===== src/rtl/fetch_controller_pkg.sv =====
`default_nettype none
// ============================================================================
// fetch_controller_pkg : opcodes, instruction fields and fetch FSM encoding
// Revision: 1.0
// ============================================================================
package fetch_controller_pkg;

   localparam logic [3:0] OP_JMP  = 4'hC;
   localparam logic [3:0] OP_CALL = 4'hD;
   localparam logic [3:0] OP_RET  = 4'hE;

   localparam int OPC_MSB = 15;
   localparam int OPC_LSB = 12;
   localparam int TGT_MSB = 11;
   localparam int TGT_LSB = 0;

   typedef enum logic [1:0] {
      ST_START  = 2'd0,
      ST_RUN    = 2'd1,
      ST_SQUASH = 2'd2
   } fetch_state_e;

endpackage
`default_nettype wire


===== src/rtl/fetch_controller_return_stack.sv =====
`default_nettype none
// ============================================================================
// return_stack : circular return-address stack, oldest entry lost on overflow
// Revision: 1.0
// ============================================================================
module return_stack #(
   parameter int DEPTH = 4
) (
   input  logic        clk,
   input  logic        rst_n,
   input  logic        push_i,
   input  logic        pop_i,
   input  logic [15:0] data_i,
   output logic [15:0] data_o,
   output logic        full_o,
   output logic        empty_o
);
   localparam int PW = $clog2(DEPTH);
   localparam logic [PW-1:0] PTR_ONE = PW'(1);
   localparam logic [PW:0]   CNT_ONE = (PW+1)'(1);
   localparam logic [PW:0]   CNT_MAX = (PW+1)'(DEPTH);

   logic [15:0]   mem_q [DEPTH];
   logic [PW-1:0] top_q;
   logic [PW:0]   cnt_q;
   logic [PW-1:0] top_inc;

   assign top_inc = top_q + PTR_ONE;
   assign data_o  = mem_q[top_q];
   assign full_o  = (cnt_q == CNT_MAX);
   assign empty_o = (cnt_q == '0);

   // Pointer wraps freely; a push while full lands on the oldest slot.
   always_ff @(posedge clk or negedge rst_n) begin
      if (!rst_n) begin
         top_q <= '0;
         cnt_q <= '0;
      end else if (push_i) begin
         top_q <= top_inc;
         if (!full_o) cnt_q <= cnt_q + CNT_ONE;
      end else if (pop_i && !empty_o) begin
         top_q <= top_q - PTR_ONE;
         cnt_q <= cnt_q - CNT_ONE;
      end
   end

   always_ff @(posedge clk) begin
      if (push_i) mem_q[top_inc] <= data_i;
   end

endmodule
`default_nettype wire


===== src/rtl/fetch_controller.sv =====
`default_nettype none
// ============================================================================
// fetch_controller : PC generation with JMP/CALL/RET decode, optional RAS
// (FETCH_RAS_EN). Revision: 1.0
// ============================================================================
module fetch_controller
   import fetch_controller_pkg::*;
#(
   parameter logic [15:0] RESET_PC  = 16'h0000,
   parameter int          RAS_DEPTH = 4
) (
   input  logic        clk,
   input  logic        rst_n,
   input  logic        stall,
   input  logic        kill,
   input  logic [15:0] redirect_pc,
   input  logic [15:0] instr,
   input  logic [15:0] ret_target,
   output logic [15:0] pc,
   output logic [15:0] fetch_pc,
   output logic        fetch_valid,
   output logic        ras_overflow,
   output logic        ras_underflow
);
   fetch_state_e state_q, state_d;
   logic [15:0]  pc_q, pc_d, fetch_pc_q, fetch_pc_d;
   logic [3:0]   opcode;
   logic         is_jmp, is_call, is_ret, taken, advance;
   logic [15:0]  jump_tgt, ret_pc, target;

   assign pc          = pc_q;
   assign fetch_pc    = fetch_pc_q;
   assign fetch_valid = (state_q == ST_RUN);
   assign advance     = !kill && !stall;

   assign opcode   = instr[OPC_MSB:OPC_LSB];
   assign is_jmp   = fetch_valid && (opcode == OP_JMP);
   assign is_call  = fetch_valid && (opcode == OP_CALL);
   assign is_ret   = fetch_valid && (opcode == OP_RET);
   assign taken    = is_jmp || is_call || is_ret;
   assign jump_tgt = {fetch_pc_q[15:TGT_MSB+1], instr[TGT_MSB:TGT_LSB]};
   assign target   = is_ret ? ret_pc : jump_tgt;

`ifdef FETCH_RAS_EN
   logic [15:0] ras_top;
   logic        ras_full, ras_empty, ras_push, ras_pop;
   logic        ovf_q, udf_q;
   logic        w_unused_ret;

   assign ras_push     = advance && is_call;
   assign ras_pop      = advance && is_ret;
   assign ret_pc       = ras_empty ? RESET_PC : ras_top;
   assign w_unused_ret = ^ret_target;

   return_stack #(.DEPTH(RAS_DEPTH)) u_ras (
      .clk     (clk),
      .rst_n   (rst_n),
      .push_i  (ras_push),
      .pop_i   (ras_pop),
      .data_i  (fetch_pc_q + 16'd2),
      .data_o  (ras_top),
      .full_o  (ras_full),
      .empty_o (ras_empty)
   );

   always_ff @(posedge clk or negedge rst_n) begin
      if (!rst_n) begin
         ovf_q <= 1'b0;
         udf_q <= 1'b0;
      end else begin
         if (ras_push && ras_full)  ovf_q <= 1'b1;
         if (ras_pop  && ras_empty) udf_q <= 1'b1;
      end
   end

   assign ras_overflow  = ovf_q;
   assign ras_underflow = udf_q;
`else
   logic w_unused_depth;

   assign ret_pc         = ret_target;
   assign ras_overflow   = 1'b0;
   assign ras_underflow  = 1'b0;
   assign w_unused_depth = (RAS_DEPTH == 0);
`endif

   always_ff @(posedge clk or negedge rst_n) begin
      if (!rst_n) begin
         state_q    <= ST_START;
         pc_q       <= RESET_PC;
         fetch_pc_q <= RESET_PC;
      end else begin
         state_q    <= state_d;
         pc_q       <= pc_d;
         fetch_pc_q <= fetch_pc_d;
      end
   end

   // Kill wins over stall; a taken transfer only ever decodes in RUN.
   always_comb begin
      state_d    = state_q;
      pc_d       = pc_q;
      fetch_pc_d = fetch_pc_q;
      if (kill) begin
         pc_d       = redirect_pc;
         fetch_pc_d = pc_q;
         state_d    = ST_SQUASH;
      end else if (!stall) begin
         fetch_pc_d = pc_q;
         if (taken) begin
            pc_d    = target;
            state_d = ST_SQUASH;
         end else begin
            pc_d    = pc_q + 16'd2;
            state_d = ST_RUN;
         end
      end
   end

endmodule
`default_nettype wire

===== config.mk =====
export PLATFORM = sky130hd
export DESIGN_NAME = fetch_controller
export DESIGN_NICKNAME = d
export VERILOG_FILES = /design/src/rtl/fetch_controller_pkg.sv /design/src/rtl/fetch_controller_return_stack.sv /design/src/rtl/fetch_controller.sv
export SDC_FILE = /design/constraint.sdc
export NUM_CORES = 1
export LEC_CHECK = 0
export ABC_AREA = 1
export BUFFER_PORTS_ARGS = -buffer_cell sky130_fd_sc_hd__clkbuf_2
export CORE_ASPECT_RATIO = 1.75
export CORE_UTILIZATION = 30
export CTS_CLUSTER_SIZE = 40
export DETAILED_ROUTE_END_ITERATION = 12
export SYNTH_ARGS = -nofsm -noshare
export SYNTH_HDL_FRONTEND = slang
export SYNTH_HIERARCHICAL = 1
export SYNTH_SLANG_ARGS = --single-unit

===== constraint.sdc =====
create_clock -name clk -period 1.8 [get_ports clk]
set_input_delay 0.09 -clock clk [delete_from_list [all_inputs] [get_ports clk]]
set_output_delay 0.09 -clock clk [all_outputs]
set_load 0.01 [all_outputs]

==> run_results.csv, run 1 <==
group,metric,value,unit
clocking,htree_levels,2,
sta,fin_ws,0.2668,ns
clocking,cts_setup_buffers,0,
place,hpwl,5686,um
sta,slew_violations,0,
clocking,cts_tree,"built",
setup_path,worst_path_max_delay_cell,"dfrtp_1",
detailed_routing,routed_wl,7079,um
logic_synthesis,netlist_area,2223,um2
sta,slew_headroom,57.21,%
finish,diodes,0,
finish,final_nets,481,
logic_synthesis,synth_seq_area_share,38.27,%
setup_path,critPathBufInv,0,
grt,grt_pass1_wl,11540,um
min_path,hold_path_class,"in2reg",
logic_synthesis,synthCells,342,
setup_path,critPathArrivalTime,1.71,ns
place,place.gp.congestion,0.8968,
clocking,path_clk_slew,0.06,ns
place,portBuffers,84,
setup_path,slowest_delay,0.43,ns
setup_path,crit_fanout,6,
detailed_routing,drtIter0Drc,100,
floorplan,ios,87,
detailed_routing,wl_per_cell,13.75,um
sta,setup_violations,0,
setup_path,startpoint_type,"flip-flop",
grt,gr-total-overflow,0,
floorplan,die_y,115.9,um
grt,grt_pass1_vias,2500,
detailed_routing,num_vias,2491,
pwr,max-vdd-ir-drop,0.4504,mV
setup_path,path_delay_family,"simple AND/OR/NAND/NOR gates",
run_status,status,"completed",
clocking,cts.sinks,34,
logic_synthesis,ys_ff_latch,34,
floorplan,core-area,7182,um2
finish,final_cell_mix,"nand2_1 (110), clkbuf_2 (84), inv_1 (42)",
setup_path,criticalPathCategory,"reg2reg",
sta,max_freq,0.6522,GHz
detailed_routing,ant_nets,0,
pwr,p_per_area,871.2,nW/um2
setup_path,endpoint_kind,"flip-flop",
logic_synthesis,synth_cell_type_count,25,
logic_synthesis,synth.avg_cell_area,6.501,um2
job,cap_violations,0,
sta,worst_slew_pin_slew,0.6419,ns
setup_path,cp_data_required_time,1.98,ns
floorplan,start_util,30.96,%
floorplan,die_area,7773,um2
finish,area_growth,30.11,%
sta,period_minus_slack,1.533,ns
clocking,clk_latency,0.28,ns
finish,drive_gt1_share,25.64,%
detailed_routing,dr.pass1.iters,4,
clocking,clk_path_buf_depth,2,
floorplan,die_w,67.08,um
grt,antenna_found_initial,0,
pwr,power_leakage,0.001637,uW
detailed_routing,via_per_inst,4.837,
clocking,clock-root-buffer,"clkbuf_16",
place,pre_cts_slack,0.2370,ns
clocking,numCtsBuffers,5,
finish,layout_commonest_cell,"nand2_1",
sta,rsz0062_at_grt,"false",
logic_synthesis,synth_warnings,6,
grt,grt_usage,19.99,%
floorplan,rows,41,
finish,utilization,40.28,%
grt,grt_max_degree,33,
setup_path,path_cells,"ha_1, nand3_1, nor2_1, nand2_1, nand3_1, nand3_1, nand2_1, nand2_1",
sta,timing.final.crit_share,85.18,%
sta,finalSetupTns,0,ns
sta,skew,0.006131,ns
sta,hold_violations,0,
detailed_routing,drc,0,
through the flow:
step	total power (uW)	std cells	instance area [um2]	hold slack, ns
floorplan	1360	343	2227	-0.2056
global placement	1665	506	2735	0.1300
detailed placement	1671	506	2735	0.1386
CTS	2551	515	2893	0.1241
global route	2680	515	2893	0.1470
finish	2520	515	2893	0.1262
sequential cells by signal, indices dropped and copies added (netlist names):
register	flops
fetch_pc	16
state_q	2
pc	16
cell usage after synthesis (all sizes together):
cell type | n | area (um2)
nand3b | 2 | 15.01
conb | 1 | 3.750
nand3 | 33 | 170.2
nand4 | 5 | 31.28
nor2 | 41 | 183.9
o211ai | 3 | 22.52
nand2 | 111 | 424.2
dfrtp | 34 | 850.8
xnor2 | 1 | 8.760
clkinv | 1 | 3.750
or2 | 1 | 6.260
clkbuf | 7 | 26.28
ha | 1 | 12.51
a21oi | 13 | 65.06
o21ai | 36 | 180.2
buf | 8 | 53.80
inv | 44 | 165.2
where the power goes:
part	leakage [uW]	internal [uW]	switching (uW)
logic	0.00116	254	386
clock network	0.0000739	548	320
registers	0.000402	878	133
total	0.00164	1680	839
cell families after synthesis:
group,after synthesis,synth area share (%)
simple gates,193,37.37
buf+inv,60,11.20
compound gates,52,12.04
flops,34,38.27
xor+xnor,1,0.3940
fa+ha+maj,1,0.5627
other cells,1,0.1687
timing repair:
| item | 4_1_cts | 5_1_grt |
|---|---|---|
| gates resized for setup | 0 | 1 |
| endpoints found under the setup margin | 0 | 1 |
| endpoints found under the hold margin | 21 | 0 |
| hold buffers | 1 | 0 |
routing by layer:
layer  wire length (um)  track usage [%]  up-vias  part of all wire, %
li1                   -                -     1244                    -
met1               2641            20.34     1141                   37
met2               3810            36.67       85                   54
met3                334            3.740       21                  4.7
met4                292            11.21        0                  4.1
met5                  0                0        -                    0
worst reg2reg max path, stage by stage (launching register included):
cell     delay [ns]
dfrtp_1        0.43
ha_1           0.21
nand3_1        0.19
nor2_1         0.22
nand2_1        0.08
nand3_1        0.10
nand3_1        0.08
nand2_1        0.06
nand2_1        0.04
final timing paths:
check,startpoint,to,slack [ns],cells after the start
worst max-delay path,pc[1],pc[7],0.27,8
worst min-delay path,redirect_pc[9],pc[9],0.13,5
worst max register to register,pc[1],pc[7],0.27,8
worst min register to register,fetch_pc[5],fetch_pc[5],0.48,2
max in group asynchronous,rst_n,pc[15],0.87,3
min in group asynchronous,rst_n,fetch_pc[8],0.36,2
area by class of cell:
type	count	area, um2
Fill cell	803	4289
Inverter	45	168.9
Sequential cell	34	850.8
Clock buffer	7	142.6
Timing Repair Buffer	93	490.5
Clock inverter	1	5.005
Multi-Input combinational cell	249	1127
Tap cell	86	107.6
Note: power is estimated with default switching activity, not from simulation.
==> run 2: changes to the inputs <==
--- a/config.mk
+++ b/config.mk
@@ -5,7 +5,6 @@
 export SDC_FILE = /design/constraint.sdc
 export NUM_CORES = 1
 export LEC_CHECK = 0
-export ABC_AREA = 1
 export BUFFER_PORTS_ARGS = -buffer_cell sky130_fd_sc_hd__clkbuf_2
 export CORE_ASPECT_RATIO = 1.75
 export CORE_UTILIZATION = 30
==> run_results.csv, run 2 <==
group,metric,value,unit
detailed_routing,routed_wl,6621,um
grt,grt_usage,18.48,%
setup_path,crit_fanout,8,
place,place.gp.congestion,0.7990,
setup_path,criticalPathCategory,"reg2reg",
pwr,max-vdd-ir-drop,0.4108,mV
logic_synthesis,synthCells,232,
clocking,numCtsBuffers,5,
logic_synthesis,ys_ff_latch,34,
finish,layout_commonest_cell,"clkbuf_2",
logic_synthesis,yosys.area.top_type,"dfrtp_1",
finish,area_growth,31.79,%
clocking,clock-root-buffer,"clkbuf_16",
floorplan,start_util,31.29,%
clocking,cts_setup_buffers,0,
floorplan,ios,87,
pwr,p_per_area,830.9,nW/um2
detailed_routing,wl_per_cell,16.47,um
grt,grt_pass1_vias,2130,
logic_synthesis,synth_area_leaders,"dfrtp_1 (39%), mux2_2 (5.7%), nand2_1 (3.5%)",
min_path,hold_path_class,"in2reg",
detailed_routing,drtIter0Drc,87,
sta,slew_violations,0,
sta,rsz0062_at_grt,"false",
finish,final_cell_mix,"clkbuf_2 (84), dfrtp_1 (34), nand2_1 (20)",
logic_synthesis,synth_most_common_cell,"dfrtp_1",
logic_synthesis,synth_edf_count,0,
place,portBuffers,84,
run_status,status,"completed",
detailed_routing,num_vias,2137,
floorplan,die_w,66.16,um
detailed_routing,drc,0,
pwr,power,2366,uW
floorplan,die_area,7560,um2
floorplan,core-area,6907,um2
sta,period_minus_slack,1.684,ns
place,hpwl,5162,um
pwr,power_leakage,0.001325,uW
sta,hold_violations,0,
finish,final_nets,372,
min_path,hp-start,"redirect_pc[1]",
logic_synthesis,synth_cell_type_count,55,
clocking,clk_path_buf_depth,2,
floorplan,rows,40,
finish,drive_gt1_share,38.68,%
logic_synthesis,yosysTopAreaCellShare,39.37,%
clocking,cts_tree,"built",
setup_path,r2r-start,"pc[1]",
sta,fin_ws,0.1160,ns
detailed_routing,dr.pass1.iters,4,
sta,whs,0.02383,ns
logic_synthesis,synth.avg_cell_area,9.314,um2
setup_path,cp_data_required_time,1.96,ns
sta,timing.final.crit_share,93.56,%
setup_path,critPathArrivalTime,1.84,ns
clocking,htree_levels,2,
sta,setup_violations,0,
logic_synthesis,synth-main-ff-cell,"dfrtp_1",
sta,max_freq,0.5938,GHz
floorplan,die_y,114.3,um
detailed_routing,via_per_inst,5.316,
logic_synthesis,netlist_area,2161,um2
logic_synthesis,synthTopCellsByCount,"dfrtp_1 (34), nand2_1 (20), buf_2 (14)",
clocking,clk_latency,0.28,ns
setup_path,startpoint,"pc[1]",
place,pre_cts_slack,0.1378,ns
finish,diodes,0,
logic_synthesis,synthArstFlopShare,100.0,%
setup_path,startpoint_type,"flip-flop",
sta,finalSetupTns,0,ns
sta,skew,0.003916,ns
grt,grt_max_degree,35,
detailed_routing,ant_nets,0,
logic_synthesis,synth_warnings,6,
clocking,path_clk_slew,0.05,ns
clocking,cts.sinks,34,
grt,antenna_found_initial,0,
grt,gr-total-overflow,0,
grt,grt_pass1_wl,10450,um
logic_synthesis,synth_seq_area_share,39.37,%
job,cap_violations,0,
setup_path,endpoint_kind,"flip-flop",
finish,utilization,41.23,%
run 2: final timing paths:
| kind | to | slack, ns | depth (start not counted) |
|---|---|---|---|
| setup / recovery | pc[6] | 0.12 | 4 |
| hold / removal | pc[1] | 0.02 | 3 |
| setup reg to reg | pc[6] | 0.12 | 4 |
| hold reg to reg | fetch_pc[11] | 0.48 | 2 |
| max in group asynchronous | pc[10] | 1.08 | 3 |
| min in group asynchronous | fetch_pc[13] | 0.39 | 3 |
run 2: layout make-up:
| type | count | area, um2 |
|---|---|---|
| clock buffers | 6 | 138.9 |
| fillers | 749 | 4059 |
| inverters | 10 | 37.54 |
| multi-input cells | 168 | 1172 |
| flip-flops and latches | 34 | 850.8 |
| well taps | 84 | 105.1 |
| repair buffers | 100 | 543.0 |
run 2: cells by family after synthesis:
kind of cell / synth area share, %
other: 0.1735
buffers and inverters: 6.890
and+or+nand+nor: 18.53
AOI/OAI and AO/OA: 25.82
muxes: 6.196
DFF: 39.37
xor gates and xnor gates: 2.432
adders and majority gates: 0.5789
run 2: worst max-delay path, stage by stage (launching register included):
cell,delay [ns]
dfrtp_1,0.47
and4_1,0.32
mux2_2,0.38
a2111oi_4,0.32
nor3_2,0.07
run 2: report_power, final:
| group | switching, uW | total [uW] | internal [uW] |
|---|---|---|---|
| Sequential | 95.9 | 956 | 860 |
| Combinational | 304 | 586 | 281 |
| Clock | 291 | 825 | 534 |
| Total | 692 | 2370 | 1670 |
run 2: what timing repair did:
action / 4_1_cts / 5_1_grt
hold buffers: 1 / 0
setup endpoints to repair: 0 / 1
gates resized for setup: 0 / 1
hold endpoints to repair: 34 / 0
run 2: per-layer routing:
metal / vias to the layer above / track usage (%) / routed length, um / share of wire, %
met4: 0 / 8.652 / 101 / 1.5
met1: 1021 / 21.08 / 2658 / 40
met5: - / 0 / 0 / 0
met3: 6 / 2.590 / 263 / 4.0
met2: 66 / 32.93 / 3597 / 54
li1: 1044 / - / - / -
run 2: per-stage QoR:
step | area [um2] | cells
global route | 2848 | 402
floorplan | 2165 | 233
finish | 2848 | 402
CTS | 2843 | 402
detailed placement | 2694 | 395
global placement | 2694 | 395
==> run 3: changes to the inputs <==
--- a/config.mk
+++ b/config.mk
@@ -10,6 +10,8 @@
 export CORE_UTILIZATION = 30
 export CTS_CLUSTER_SIZE = 40
 export DETAILED_ROUTE_END_ITERATION = 12
+export PLACE_DENSITY_LB_ADDON = 0.08
+export RECOVER_POWER = 50
 export SYNTH_ARGS = -nofsm -noshare
 export SYNTH_HDL_FRONTEND = slang
 export SYNTH_HIERARCHICAL = 1
==> run_results.csv, run 3 (synthesis gave the netlist of run 2 again) <==
group,metric,value,unit
pwr,p_per_area,920.2,nW/um2
clocking,htree_levels,2,
floorplan,die_y,114.3,um
sta,worst_slew_pin_slew,0.9477,ns
setup_path,crit_fanout,6,
place,hpwl,5691,um
setup_path,r2r-start,"state_q[1]",
grt,grt_usage,20.76,%
grt,gr-total-overflow,0,
sta,slew_headroom,36.82,%
sta,slew_violations,0,
clocking,numCtsBuffers,5,
detailed_routing,via_per_inst,5.164,
clocking,cts_tree,"built",
finish,fin_area,2960,um2
clocking,cts_setup_buffers,0,
grt,grtUsageMet3,2.888,%
grt,grt_pass1_wl,11340,um
finish,final_cell_mix,"clkbuf_2 (69), dfrtp_1 (34), buf_4 (25)",
sta,whs,0.02149,ns
run_status,status,"completed",
finish,drive_gt1_share,35.95,%
clocking,clock-root-buffer,"clkbuf_16",
setup_path,endpoint_kind,"flip-flop",
sta,rsz0062_at_grt,"true",
sta,skew,0.004651,ns
place,portBuffers,84,
sta,period_minus_slack,1.718,ns
clocking,path_clk_slew,0.06,ns
setup_path,regToRegSetupSlack,0.08,ns
floorplan,core-area,6907,um2
pwr,power_leakage,0.001355,uW
min_path,hold_path_depth,3,
grt,met1_usage,23.85,%
detailed_routing,wl_per_cell,17.73,um
min_path,hp-start,"redirect_pc[8]",
detailed_routing,drc,0,
sta,fin_ws,0.08241,ns
sta,setup_violations,0,
floorplan,start_util,31.29,%
setup_path,cp_data_required_time,1.98,ns
floorplan,die_w,66.16,um
setup_path,startpoint_type,"flip-flop",
sta,timing.final.crit_share,95.42,%
detailed_routing,routed_wl,7359,um
detailed_routing,ant_nets,0,
place,pre_cts_slack,0.04299,ns
grt,antenna_found_initial,0,
floorplan,ios,87,
detailed_routing,drtIter0Drc,66,
sta,finalSetupTns,0,ns
finish,layout_commonest_cell,"clkbuf_2",
min_path,min_to,"pc[8]",
detailed_routing,num_vias,2143,
clocking,clk_path_buf_depth,2,
grt,grt.busiest_layer,"met2",
setup_path,regToRegEndpoint,"pc[6]",
min_path,hold_path_class,"in2reg",
pwr,power,2724,uW
grt,grt_pass1_vias,2124,
finish,final_nets,383,
setup_path,critPathArrivalTime,1.89,ns
job,cap_violations,0,
floorplan,die_area,7560,um2
setup_path,worstRegToRegCells,4,
detailed_routing,dr.pass1.iters,4,
place,placed_cell_area,2774,um2
grt,grt_use_met2,37.76,%
clocking,clk_latency,0.29,ns
finish,diodes,0,
finish,fill_cells,746,
pwr,max-vdd-ir-drop,0.4814,mV
floorplan,rows,40,
place,place.gp.congestion,0.7625,
sta,max_freq,0.5822,GHz
finish,area_growth,37.00,%
setup_path,criticalPathCategory,"reg2reg",
sta,hold_violations,0,
clocking,cts.sinks,34,
grt,grt_max_degree,35,
-- run 3: cell count changes in the layout (fill, tap and decap cells not counted), sizes merged --
| cell | before | now |
|---|---|---|
| clkinv | 0 | 1 |
| buf | 15 | 25 |
| bufinv | 0 | 2 |
-- run 3: metal layers --
| layer | vias to the layer above | routed length, um |
|---|---|---|
| met4 | 0 | 144 |
| met3 | 9 | 254 |
| met2 | 61 | 3970 |
| met5 | - | 0 |
| met1 | 1015 | 2990 |
| li1 | 1058 | - |
-- run 3: worst max-delay path, stage by stage, from the launching register on --
cell and delay [ns]:
dfrtp_1 0.40, nand4b_1 0.36, o32a_1 0.42, a2111oi_4 0.36, nor3_2 0.06
-- run 3: layout make-up --
type	instances	area (um2)	area share, %
Sequential cell	34	850.8	28.74
Timing Repair Buffer	111	603.1	20.37
Multi-Input combinational cell	168	1170	39.52
Tap cell	84	105.1	3.550
Clock inverter	3	68.82	2.325
Inverter	10	37.54	1.268
Clock buffer	5	125.1	4.227
-- run 3: repair_timing --
item                                    CTS  global route
endpoints found under the setup margin    0             1
resized for setup                         0             1
hold buffers                              1             0
hold endpoints to repair                 34             0
-- run 3: power by group --
part | total (uW) | internal, uW | switching [uW]
Clock | 1170 | 796 | 370
Combinational | 612 | 284 | 327
Sequential | 946 | 858 | 87.8
-- run 3: per-stage QoR --
step / util (%) / instances
finish: 42.86 / 415
floorplan: - / 233
detailed placement: 40.16 / 406
global route: 42.86 / 415
CTS: 43.12 / 415
global placement: 40.16 / 406
-- run 3: worst max path at each step --
stage | startpoint | end | slack [ns] | cells after the start
2_1_floorplan | pc[1] | pc[6] | 0.18 | 5
3_3_place_gp | pc[1] | pc[6] | 0.15 | 4
3_5_place_dp | state_q[1] | pc[0] | 0.04 | 5
6_report | state_q[1] | pc[6] | 0.08 | 4
5_1_grt | state_q[1] | pc[6] | -0.01 | 4
4_1_cts | state_q[1] | pc[0] | 0.05 | 5
